### config.mk
export PLATFORM = sky130hd
export DESIGN_NAME = bsg_wormhole_loopback_traffic_node
export DESIGN_NICKNAME = d
export VERILOG_FILES = /design/src/rtl/bsg_wormhole_loopback_traffic_node.sv
export SDC_FILE = /design/constraint.sdc
export NUM_CORES = 1
export LEC_CHECK = 0
export ABC_AREA = 1
export BUFFER_PORTS_ARGS = -buffer_cell sky130_fd_sc_hd__buf_2
export CAP_MARGIN = 20
export CORE_ASPECT_RATIO = 1.5
export CORE_UTILIZATION = 55
export CTS_BUF_LIST = sky130_fd_sc_hd__clkbuf_8
export DETAILED_ROUTE_END_ITERATION = 6
export GPL_TIMING_DRIVEN = 0
export PLACE_DENSITY = 0.8
export SLEW_MARGIN = 20
export SYNTH_ARGS = -nofsm -noshare
export SYNTH_HDL_FRONTEND = slang
export SYNTH_SLANG_ARGS = --single-unit
### constraint.sdc
create_clock -name clk_i -period 6.2 [get_ports clk_i]
set_input_delay 0.62 -clock clk_i [delete_from_list [all_inputs] [get_ports clk_i]]
set_output_delay 0.62 -clock clk_i [all_outputs]
set_load 0.05 [all_outputs]
### src/rtl/bsg_wormhole_loopback_traffic_node.sv
// Loopback traffic generator/checker for wormhole links: per channel it injects
// self-describing packets, checks what comes back, and keeps sent/received/error stats.
module bsg_wormhole_loopback_traffic_node #(
  parameter int flit_width_p      = 32,
  parameter int num_channels_p    = 2,
  parameter int cord_width_p      = 4,
  parameter int len_width_p       = 4,
  parameter int max_len_p         = 3,
  parameter int max_outstanding_p = 16
) (
  input  logic                                   clk_i,
  input  logic                                   reset_i,
  input  logic [num_channels_p-1:0]              en_i,
  input  logic                                   mode_i,
  input  logic [cord_width_p-1:0]                dest_cord_i,
  output logic [num_channels_p-1:0]              v_o,
  output logic [num_channels_p*flit_width_p-1:0] data_o,
  input  logic [num_channels_p-1:0]              ready_i,
  input  logic [num_channels_p-1:0]              v_i,
  input  logic [num_channels_p*flit_width_p-1:0] data_i,
  output logic [num_channels_p-1:0]              yumi_o,
  output logic [num_channels_p-1:0]              error_o,
  output logic [num_channels_p*32-1:0]           sent_o,
  output logic [num_channels_p*32-1:0]           received_o,
  output logic                                   done_o
);

  localparam int out_width_lp = $clog2(max_outstanding_p + 1);

  typedef enum logic [1:0] {
    TX_IDLE = 2'd0,
    TX_HDR  = 2'd1,
    TX_BODY = 2'd2
  } tx_state_e;

  typedef enum logic {
    RX_HDR  = 1'b0,
    RX_BODY = 1'b1
  } rx_state_e;

  function automatic logic [len_width_p-1:0] pkt_len(input logic mode, input logic [7:0] seq);
    logic [7:0] m;
    if (mode) begin
      m = seq % 8'(max_len_p + 1);
    end else begin
      m = 8'(max_len_p);
    end
    return len_width_p'(m);
  endfunction

  // x^16+x^14+x^13+x^11+1, Fibonacci form
  function automatic logic [15:0] lfsr_next(input logic [15:0] l);
    return {l[14:0], l[15] ^ l[13] ^ l[12] ^ l[10]};
  endfunction

  function automatic logic [flit_width_p-1:0] hdr_flit(input logic [cord_width_p-1:0] cord,
                                                       input logic [len_width_p-1:0]  len,
                                                       input logic [7:0]              seq);
    logic [flit_width_p-1:0] f;
    f = '0;
    f[cord_width_p-1:0] = cord;
    f[cord_width_p +: len_width_p] = len;
    f[cord_width_p + len_width_p +: 8] = seq;
    return f;
  endfunction

  function automatic logic [flit_width_p-1:0] body_flit(input logic                   mode,
                                                        input logic [7:0]             seq,
                                                        input logic [len_width_p-1:0] k,
                                                        input logic [15:0]            lfsr);
    logic [flit_width_p-1:0] f;
    f = '0;
    if (mode) begin
      for (int i = 0; i < flit_width_p; i++) begin
        f[i] = lfsr[4'(i % 16)];
      end
    end else begin
      f[len_width_p-1:0] = k;
      f[len_width_p +: 8] = seq;
    end
    return f;
  endfunction

  logic [num_channels_p-1:0] chan_idle;
  logic                      done_q;

  for (genvar ch = 0; ch < num_channels_p; ch++) begin : chan
    tx_state_e               tx_state_q, tx_state_d;
    logic                    tx_v_q, tx_v_d;
    logic [7:0]              tx_seq_q, tx_seq_d;
    logic [len_width_p-1:0]  tx_len_q, tx_len_d;
    logic [len_width_p-1:0]  tx_k_q, tx_k_d;
    logic [15:0]             tx_lfsr_q, tx_lfsr_d;
    logic [flit_width_p-1:0] tx_data_q, tx_data_d;
    logic                    tx_fire, tx_done, tx_launch, can_start;

    rx_state_e               rx_state_q, rx_state_d;
    logic [7:0]              rx_seq_q, rx_seq_d;
    logic [len_width_p-1:0]  rx_len_q, rx_len_d;
    logic [len_width_p-1:0]  rx_k_q, rx_k_d;
    logic [15:0]             rx_lfsr_q, rx_lfsr_d;
    logic [len_width_p-1:0]  rx_exp_len;
    logic [flit_width_p-1:0] rx_flit;
    logic                    rx_mismatch, rx_done;

    logic [out_width_lp-1:0] out_q, out_d;
    logic                    error_q, error_d;
    logic [31:0]             sent_q, sent_d;
    logic [31:0]             recv_q, recv_d;

    assign rx_flit   = data_i[ch*flit_width_p +: flit_width_p];
    assign tx_fire   = tx_v_q & ready_i[ch];
    assign tx_done   = tx_fire & (((tx_state_q == TX_HDR) && (tx_len_q == '0))
                               || ((tx_state_q == TX_BODY) && (tx_k_q == tx_len_q)));
    assign can_start = en_i[ch] && (out_d < out_width_lp'(max_outstanding_p));

    // TX sequencing; a finishing packet chains straight into the next header to keep full rate
    always_comb begin
      tx_state_d = tx_state_q;
      tx_v_d     = tx_v_q;
      tx_seq_d   = tx_seq_q;
      tx_len_d   = tx_len_q;
      tx_k_d     = tx_k_q;
      tx_lfsr_d  = tx_lfsr_q;
      tx_data_d  = tx_data_q;
      tx_launch  = 1'b0;
      case (tx_state_q)
        TX_IDLE: tx_launch = can_start;
        TX_HDR: begin
          if (tx_fire && (tx_len_q == '0)) begin
            tx_state_d = TX_IDLE;
            tx_v_d     = 1'b0;
            tx_seq_d   = tx_seq_q + 8'd1;
            tx_launch  = can_start;
          end else if (tx_fire) begin
            tx_state_d = TX_BODY;
            tx_k_d     = len_width_p'(1);
            tx_data_d  = body_flit(mode_i, tx_seq_q, len_width_p'(1), tx_lfsr_q);
          end else begin
            tx_state_d = TX_HDR;
          end
        end
        TX_BODY: begin
          if (tx_fire) begin
            tx_lfsr_d = lfsr_next(tx_lfsr_q);
            if (tx_k_q == tx_len_q) begin
              tx_state_d = TX_IDLE;
              tx_v_d     = 1'b0;
              tx_seq_d   = tx_seq_q + 8'd1;
              tx_launch  = can_start;
            end else begin
              tx_k_d    = tx_k_q + len_width_p'(1);
              tx_data_d = body_flit(mode_i, tx_seq_q, tx_k_d, tx_lfsr_d);
            end
          end else begin
            tx_state_d = TX_BODY;
          end
        end
        default: begin
          tx_state_d = TX_IDLE;
          tx_v_d     = 1'b0;
        end
      endcase
      if (tx_launch) begin
        tx_state_d = TX_HDR;
        tx_v_d     = 1'b1;
        tx_len_d   = pkt_len(mode_i, tx_seq_d);
        tx_k_d     = '0;
        tx_data_d  = hdr_flit(dest_cord_i, tx_len_d, tx_seq_d);
      end
    end

    // RX checker follows the expected length, not the received one, so it stays in lockstep
    always_comb begin
      rx_state_d  = rx_state_q;
      rx_seq_d    = rx_seq_q;
      rx_len_d    = rx_len_q;
      rx_k_d      = rx_k_q;
      rx_lfsr_d   = rx_lfsr_q;
      rx_mismatch = 1'b0;
      rx_done     = 1'b0;
      rx_exp_len  = pkt_len(mode_i, rx_seq_q);
      case (rx_state_q)
        RX_HDR: begin
          if (v_i[ch]) begin
            rx_mismatch = (rx_flit != hdr_flit(dest_cord_i, rx_exp_len, rx_seq_q));
            if (rx_exp_len == '0) begin
              rx_done  = 1'b1;
              rx_seq_d = rx_seq_q + 8'd1;
            end else begin
              rx_state_d = RX_BODY;
              rx_len_d   = rx_exp_len;
              rx_k_d     = len_width_p'(1);
            end
          end else begin
            rx_state_d = RX_HDR;
          end
        end
        RX_BODY: begin
          if (v_i[ch]) begin
            rx_mismatch = (rx_flit != body_flit(mode_i, rx_seq_q, rx_k_q, rx_lfsr_q));
            rx_lfsr_d   = lfsr_next(rx_lfsr_q);
            if (rx_k_q == rx_len_q) begin
              rx_done    = 1'b1;
              rx_seq_d   = rx_seq_q + 8'd1;
              rx_state_d = RX_HDR;
            end else begin
              rx_k_d = rx_k_q + len_width_p'(1);
            end
          end else begin
            rx_state_d = RX_BODY;
          end
        end
        default: rx_state_d = RX_HDR;
      endcase
    end

    // In-flight accounting, sticky error and statistics
    always_comb begin
      case ({tx_done, rx_done})
        2'b10:   out_d = out_q + out_width_lp'(1);
        2'b01:   out_d = (out_q == '0) ? '0 : out_q - out_width_lp'(1);
        default: out_d = out_q;
      endcase
      error_d = error_q | rx_mismatch | (rx_done & ~tx_done & (out_q == '0));
      sent_d  = sent_q + 32'(tx_done);
      recv_d  = recv_q + 32'(rx_done);
    end

    // Channel state registers
    always_ff @(posedge clk_i) begin
      if (reset_i) begin
        tx_state_q <= TX_IDLE;
        tx_v_q     <= 1'b0;
        tx_seq_q   <= 8'd0;
        tx_len_q   <= '0;
        tx_k_q     <= '0;
        tx_lfsr_q  <= 16'h0001 + 16'(ch);
        tx_data_q  <= '0;
        rx_state_q <= RX_HDR;
        rx_seq_q   <= 8'd0;
        rx_len_q   <= '0;
        rx_k_q     <= '0;
        rx_lfsr_q  <= 16'h0001 + 16'(ch);
        out_q      <= '0;
        error_q    <= 1'b0;
        sent_q     <= 32'd0;
        recv_q     <= 32'd0;
      end else begin
        tx_state_q <= tx_state_d;
        tx_v_q     <= tx_v_d;
        tx_seq_q   <= tx_seq_d;
        tx_len_q   <= tx_len_d;
        tx_k_q     <= tx_k_d;
        tx_lfsr_q  <= tx_lfsr_d;
        tx_data_q  <= tx_data_d;
        rx_state_q <= rx_state_d;
        rx_seq_q   <= rx_seq_d;
        rx_len_q   <= rx_len_d;
        rx_k_q     <= rx_k_d;
        rx_lfsr_q  <= rx_lfsr_d;
        out_q      <= out_d;
        error_q    <= error_d;
        sent_q     <= sent_d;
        recv_q     <= recv_d;
      end
    end

    assign chan_idle[ch] = ~en_i[ch] & (out_d == '0) & (tx_state_d == TX_IDLE);

    assign v_o[ch]                                   = tx_v_q;
    assign data_o[ch*flit_width_p +: flit_width_p]   = tx_data_q;
    assign yumi_o[ch]                                = v_i[ch];
    assign error_o[ch]                               = error_q;
    assign sent_o[ch*32 +: 32]                       = sent_q;
    assign received_o[ch*32 +: 32]                   = recv_q;
  end

  // Global drain flag
  always_ff @(posedge clk_i) begin
    if (reset_i) begin
      done_q <= (en_i == '0);
    end else begin
      done_q <= &chan_idle;
    end
  end

  assign done_o = done_q;

endmodule

==> impl_results.html <==
<table>
<tr><th>Metric</th><th>Value</th></tr>
<tr><th colspan="2">Status</th></tr>
<tr><td>Status</td><td>complete, but fails checks</td></tr>
<tr><td>Violated checks</td><td>design-rule violations</td></tr>
<tr><th colspan="2">Worst setup path</th></tr>
<tr><td>R2R setup slack</td><td>2.92 ns</td></tr>
<tr><td>Ordered list of cells on the worst path</td><td>nand2_2, inv_1, nand2_1, inv_2, nand2_2, nand2_2, inv_1, ha_1, inv_1, nand3_1, nand2_1, nand2_2, nor2_2, nand2_2, buf_6, nand2_1, nor2_1, nand4_1, nand2_1</td></tr>
<tr><td>Critical Path Slowest Stage Cell</td><td>dfxtp_1</td></tr>
<tr><td>Setup crit end kind</td><td>flip-flop</td></tr>
<tr><td>R2R cell count</td><td>19</td></tr>
<tr><td>Critical path fanouts, max</td><td>10</td></tr>
<tr><td>Most numerous cell on the critical path</td><td>nand2_2</td></tr>
<tr><td>Category of cells accounting for the largest share of critical-path delay</td><td>simple AND/OR/NAND/NOR gates</td></tr>
<tr><td>Arrival time at the worst endpoint</td><td>3.78 ns</td></tr>
<tr><td>Required @ worst endpoint</td><td>6.70 ns</td></tr>
<tr><td>Endpoint of the worst-slack reg-to-reg timing path</td><td>done_o</td></tr>
<tr><td>WS Path Type</td><td>flip-flop to flip-flop</td></tr>
<tr><td>Peak per-stage delay on the critical path</td><td>0.40 ns</td></tr>
<tr><td>R2r startpoint</td><td>chan[1].tx_v_q</td></tr>
<tr><td>Kind of start point of the critical path</td><td>flip-flop</td></tr>
<tr><td>Number of buffer and inverter stages on the critical path</td><td>5</td></tr>
<tr><th colspan="2">Global routing</th></tr>
<tr><td>Met2 usage in global routing</td><td>0.575</td></tr>
<tr><td>Met1 Track Usage GR</td><td>0.339</td></tr>
<tr><td>Global Route met3 Usage</td><td>0.0566</td></tr>
<tr><td>GRT Total Usage</td><td>0.325</td></tr>
<tr><td>GRT Residual Overflow</td><td>0</td></tr>
<tr><td>Initial antenna violation count</td><td>2</td></tr>
<tr><td>Via count of the first global-routing pass</td><td>17000</td></tr>
<tr><td>Maximum number of pins on one net before global-route repair</td><td>12</td></tr>
<tr><td>First-pass GRT wire length</td><td>82800 um</td></tr>
<tr><td>GRT Max-Usage Layer</td><td>met2</td></tr>
<tr><th colspan="2">CTS</th></tr>
<tr><td>Number of hold buffers added after CTS</td><td>0</td></tr>
<tr><td>Clock latency on the worst-skew pair</td><td>0.60 ns</td></tr>
<tr><td>Number of buffers inserted during clock tree synthesis</td><td>48</td></tr>
<tr><td>Root Buffer</td><td>clkbuf_8</td></tr>
<tr><td>Clock slew at the register clock pins of the worst setup and hold paths</td><td>0.07 ns</td></tr>
<tr><td>Total clock sinks</td><td>317</td></tr>
<tr><td>Post-cts resize count</td><td>0</td></tr>
<tr><td>Number of buffers on the longest clock path</td><td>3</td></tr>
<tr><td>Number of buffers inserted to repair setup after CTS</td><td>0</td></tr>
<tr><td>H-tree depth reported by CTS</td><td>2</td></tr>
<tr><td>Clock tree from TritonCTS</td><td>built</td></tr>
<tr><th colspan="2">Power and ir drop</th></tr>
<tr><td>Power Dens Cells</td><td>240 nW/um^2</td></tr>
<tr><td>Sequential fraction of design power</td><td>0.451</td></tr>
<tr><td>Internal power summed over all cells</td><td>3.36 mW</td></tr>
<tr><td>Clock share of power</td><td>0.393</td></tr>
<tr><td>Share of total power consumed by net switching</td><td>0.296</td></tr>
<tr><td>Logic pwr share</td><td>0.156</td></tr>
<tr><td>Peak VDD IR</td><td>184 uV</td></tr>
<tr><td>Reported leakage power</td><td>8.68 nW</td></tr>
<tr><td>Switching pwr</td><td>1.41 mW</td></tr>
<tr><th colspan="2">Finish</th></tr>
<tr><td>Fraction of final layout cells with drive strength greater than 1</td><td>0.172</td></tr>
<tr><td>Area delta synth-&gt;final</td><td>17.0%</td></tr>
<tr><td>Fin nets</td><td>2937</td></tr>
<tr><td>Area of combinational cells with multiple inputs</td><td>9050 um^2</td></tr>
<tr><td>Final core utilization</td><td>0.654</td></tr>
<tr><td>Register Area</td><td>6350 um^2</td></tr>
<tr><td>Filler instances</td><td>2777</td></tr>
<tr><td>Final design area excluding fillers</td><td>19900 um^2</td></tr>
<tr><th colspan="2">Logic synthesis</th></tr>
<tr><td>Mean instance size in the synthesized netlist</td><td>6.78 um^2</td></tr>
<tr><td>Yosys reg bits</td><td>317</td></tr>
<tr><td>Primary flip-flop cell chosen by synthesis mapping</td><td>dfxtp_1</td></tr>
<tr><td>Post-Synthesis Cells</td><td>2504</td></tr>
<tr><td>Leading cell type by number of instances after synthesis</td><td>nand2_1</td></tr>
<tr><td>Count of flip-flops with a built-in enable after synthesis</td><td>0</td></tr>
<tr><td>Cell types occupying the most area after synthesis</td><td>dfxtp_1 37%, nand2_1 13%, a21oi_1 6.3%, inv_1 6.0%, nor2_1 6.0%</td></tr>
<tr><td>Cell taking the most area after synthesis</td><td>dfxtp_1</td></tr>
<tr><td>Area of the mapped netlist</td><td>17000 um^2</td></tr>
<tr><td>Synth unique cells</td><td>60</td></tr>
<tr><td>Yosys warns</td><td>0</td></tr>
<tr><td>Synth top cells by count</td><td>594 x nand2_1, 317 x dfxtp_1, 272 x inv_1, 270 x nor2_1, 215 x a21oi_1</td></tr>
<tr><td>Area share of the leading cell type in the synthesized netlist</td><td>0.374</td></tr>
<tr><td>Sequential cell area fraction in the yosys report</td><td>0.374</td></tr>
<tr><td>Ys async rst share</td><td>0</td></tr>
<tr><th colspan="2">Floorplan</th></tr>
<tr><td>Die outline height</td><td>217 um</td></tr>
<tr><td>Area of the die</td><td>31600 um^2</td></tr>
<tr><td># IOs</td><td>276</td></tr>
<tr><td>Core Area</td><td>30400 um^2</td></tr>
<tr><td># rows</td><td>78</td></tr>
<tr><td>Initial core utilization</td><td>0.559</td></tr>
<tr><td>Chip width</td><td>145 um</td></tr>
<tr><th colspan="2">STA</th></tr>
<tr><td>Share of the clock period used by the worst path</td><td>0.529</td></tr>
<tr><td>Final min period</td><td>3.28 ns</td></tr>
<tr><td>Max-slew violation total from the final report</td><td>0</td></tr>
<tr><td>Slew at the pin closest to its max-slew limit</td><td>1.11 ns</td></tr>
<tr><td>Worst slew slack as a fraction of its limit</td><td>0.259</td></tr>
<tr><td>Total negative slack for setup checks</td><td>0 ns</td></tr>
<tr><td>Unrepaired setup endpoints after global routing</td><td>false</td></tr>
<tr><td>Clock Skews</td><td>0.0300 ns</td></tr>
<tr><td>Count of final setup violators</td><td>0</td></tr>
<tr><td>Final number of hold-violating endpoints</td><td>0</td></tr>
<tr><td>Maximum frequency from static timing analysis</td><td>305 MHz</td></tr>
<tr><th colspan="2">Detailed routing</th></tr>
<tr><td>Ratio of routed vias to standard cells</td><td>5.50</td></tr>
<tr><td>Total Wirelength</td><td>52500 um</td></tr>
<tr><td>Final routed DRC violation total</td><td>2</td></tr>
<tr><td>Overall via count from detail_route</td><td>17900</td></tr>
<tr><td>Detail-routed net length per standard cell</td><td>16.1 um</td></tr>
<tr><td>Number of nets still failing antenna checks after routing</td><td>0</td></tr>
<tr><td>DR pass1 iterations</td><td>7</td></tr>
<tr><td>Violation count after the first detailed-route iteration</td><td>1018</td></tr>
<tr><th colspan="2">Hold path</th></tr>
<tr><td>Number of cells on the worst hold path</td><td>3</td></tr>
<tr><td>Hold Crit Endpoint</td><td>chan[1].error_q</td></tr>
<tr><td>Path class of the lowest-slack min-delay path</td><td>primary input to flip-flop</td></tr>
<tr><td>Worst Min Path Start</td><td>v_i[1]</td></tr>
<tr><th colspan="2">Placed design</th></tr>
<tr><td>Count of input and output buffers</td><td>258</td></tr>
<tr><td>HPWL after detailed placement</td><td>40000 um</td></tr>
<tr><td>Gp weighted congestion</td><td>0.966</td></tr>
<tr><td>Placement Cell Area</td><td>18800 um^2</td></tr>
<tr><th colspan="2">Run</th></tr>
<tr><td>Number of max-capacitance violations reported</td><td>0</td></tr>
</table>
## worst min-delay path: cells and delay by family
family,cells,cell delay (ns)
compound gates,1,0.06
buf+inv,1,0.16
simple gates,1,0.10
## state kept, by name (all words and copies together), names as in the netlist
register         count
chan.tx_k_q          8
chan.rx_seq_q       16
chan.rx_len_q        4
chan.rx_k_q          8
chan.tx_state_q      4
chan.recv_q         64
chan.tx_v_q          2
chan.rx_lfsr_q      32
chan.tx_lfsr_q      32
chan.rx_state_q      2
chan.out_q          10
chan.tx_seq_q       16
done_o               1
chan.tx_len_q        4
chan.sent_q         64
chan.error_q         2
chan.tx_data_q      48
## through the flow
step,setup WS (ns),hold WS [ns],power (mW),instances
3_5_place_dp,2.57,0.456,2.92,3177
4_1_cts,3.01,0.378,4.78,3258
2_1_floorplan,3.42,0.438,2.71,2519
3_3_place_gp,2.60,0.446,2.91,3177
6_report,2.92,0.399,4.77,3260
5_1_grt,2.66,0.399,4.95,3260
## power groups by stage
stage | Combinational [mW] | Clock (mW) | Sequential [mW]
CTS | 0.736 | 1.90 | 2.15
detailed placement | 0.733 | 0 | 2.19
global route | 0.814 | 1.99 | 2.15
finish | 0.745 | 1.87 | 2.15
global placement | 0.719 | 0 | 2.19
floorplan | 0.467 | 0 | 2.24
## how the worst max path moves through the flow
stage,startpoint,endpoint,slack (ns),depth (start not counted)
after floorplan,mode_i,chan[0].recv_q[28],3.42,19
after CTS,chan[1].tx_v_q,done_o,3.01,19
after global routing,chan[0].rx_k_q[0],chan[0].recv_q[20],2.66,21
final,chan[1].tx_v_q,done_o,2.92,19
after global placement,mode_i,chan[0].recv_q[28],2.60,20
after detailed placement,mode_i,chan[0].recv_q[28],2.57,20
## cell families (layout without fill, tap and decap cells)
group,count (synthesis),after routing,share of synthesized area
and+or+nand+nor,1273,1273,0.337
xor gates and xnor gates,57,57,0.0294
buffers and inverters,386,725,0.0965
other,1,18,0.000221
adders and majority gates,33,33,0.0243
DFF,317,317,0.374
AOI/OAI and AO/OA,437,437,0.138
## routing by layer
metal | routed length (um) | vias to the layer above
li1 | - | 8771
met1 | 19600 | 8137
met2 | 25400 | 759
met3 | 3300 | 259
met4 | 4210 | 0
met5 | 0 | -
## cell usage in the layout, fill, tap and decap left out, types with 32 or more instances in the layout
cell type	count
o21ai_0	138
nand3_1	167
buf_2	275
inv_1	279
nand4_1	52
buf_4	32
ha_1	33
dfxtp_1	317
clkbuf_1	36
a21oi_1	215
nor2_1	270
nor3_1	66
nand2_1	594
clkbuf_8	64
## layout make-up
type | instances | area share
Multi-Input combinational cell | 1816 | 0.456
Sequential cell | 317 | 0.319
Timing Repair Buffer | 258 | 0.0650
Inverter | 288 | 0.0546
Clock buffer | 64 | 0.0443
Buffer | 98 | 0.0280
Tap cell | 400 | 0.0252
Clock inverter | 17 | 0.00762
Antenna cell | 2 | 0.000252
(Power assumes the default switching activity.)
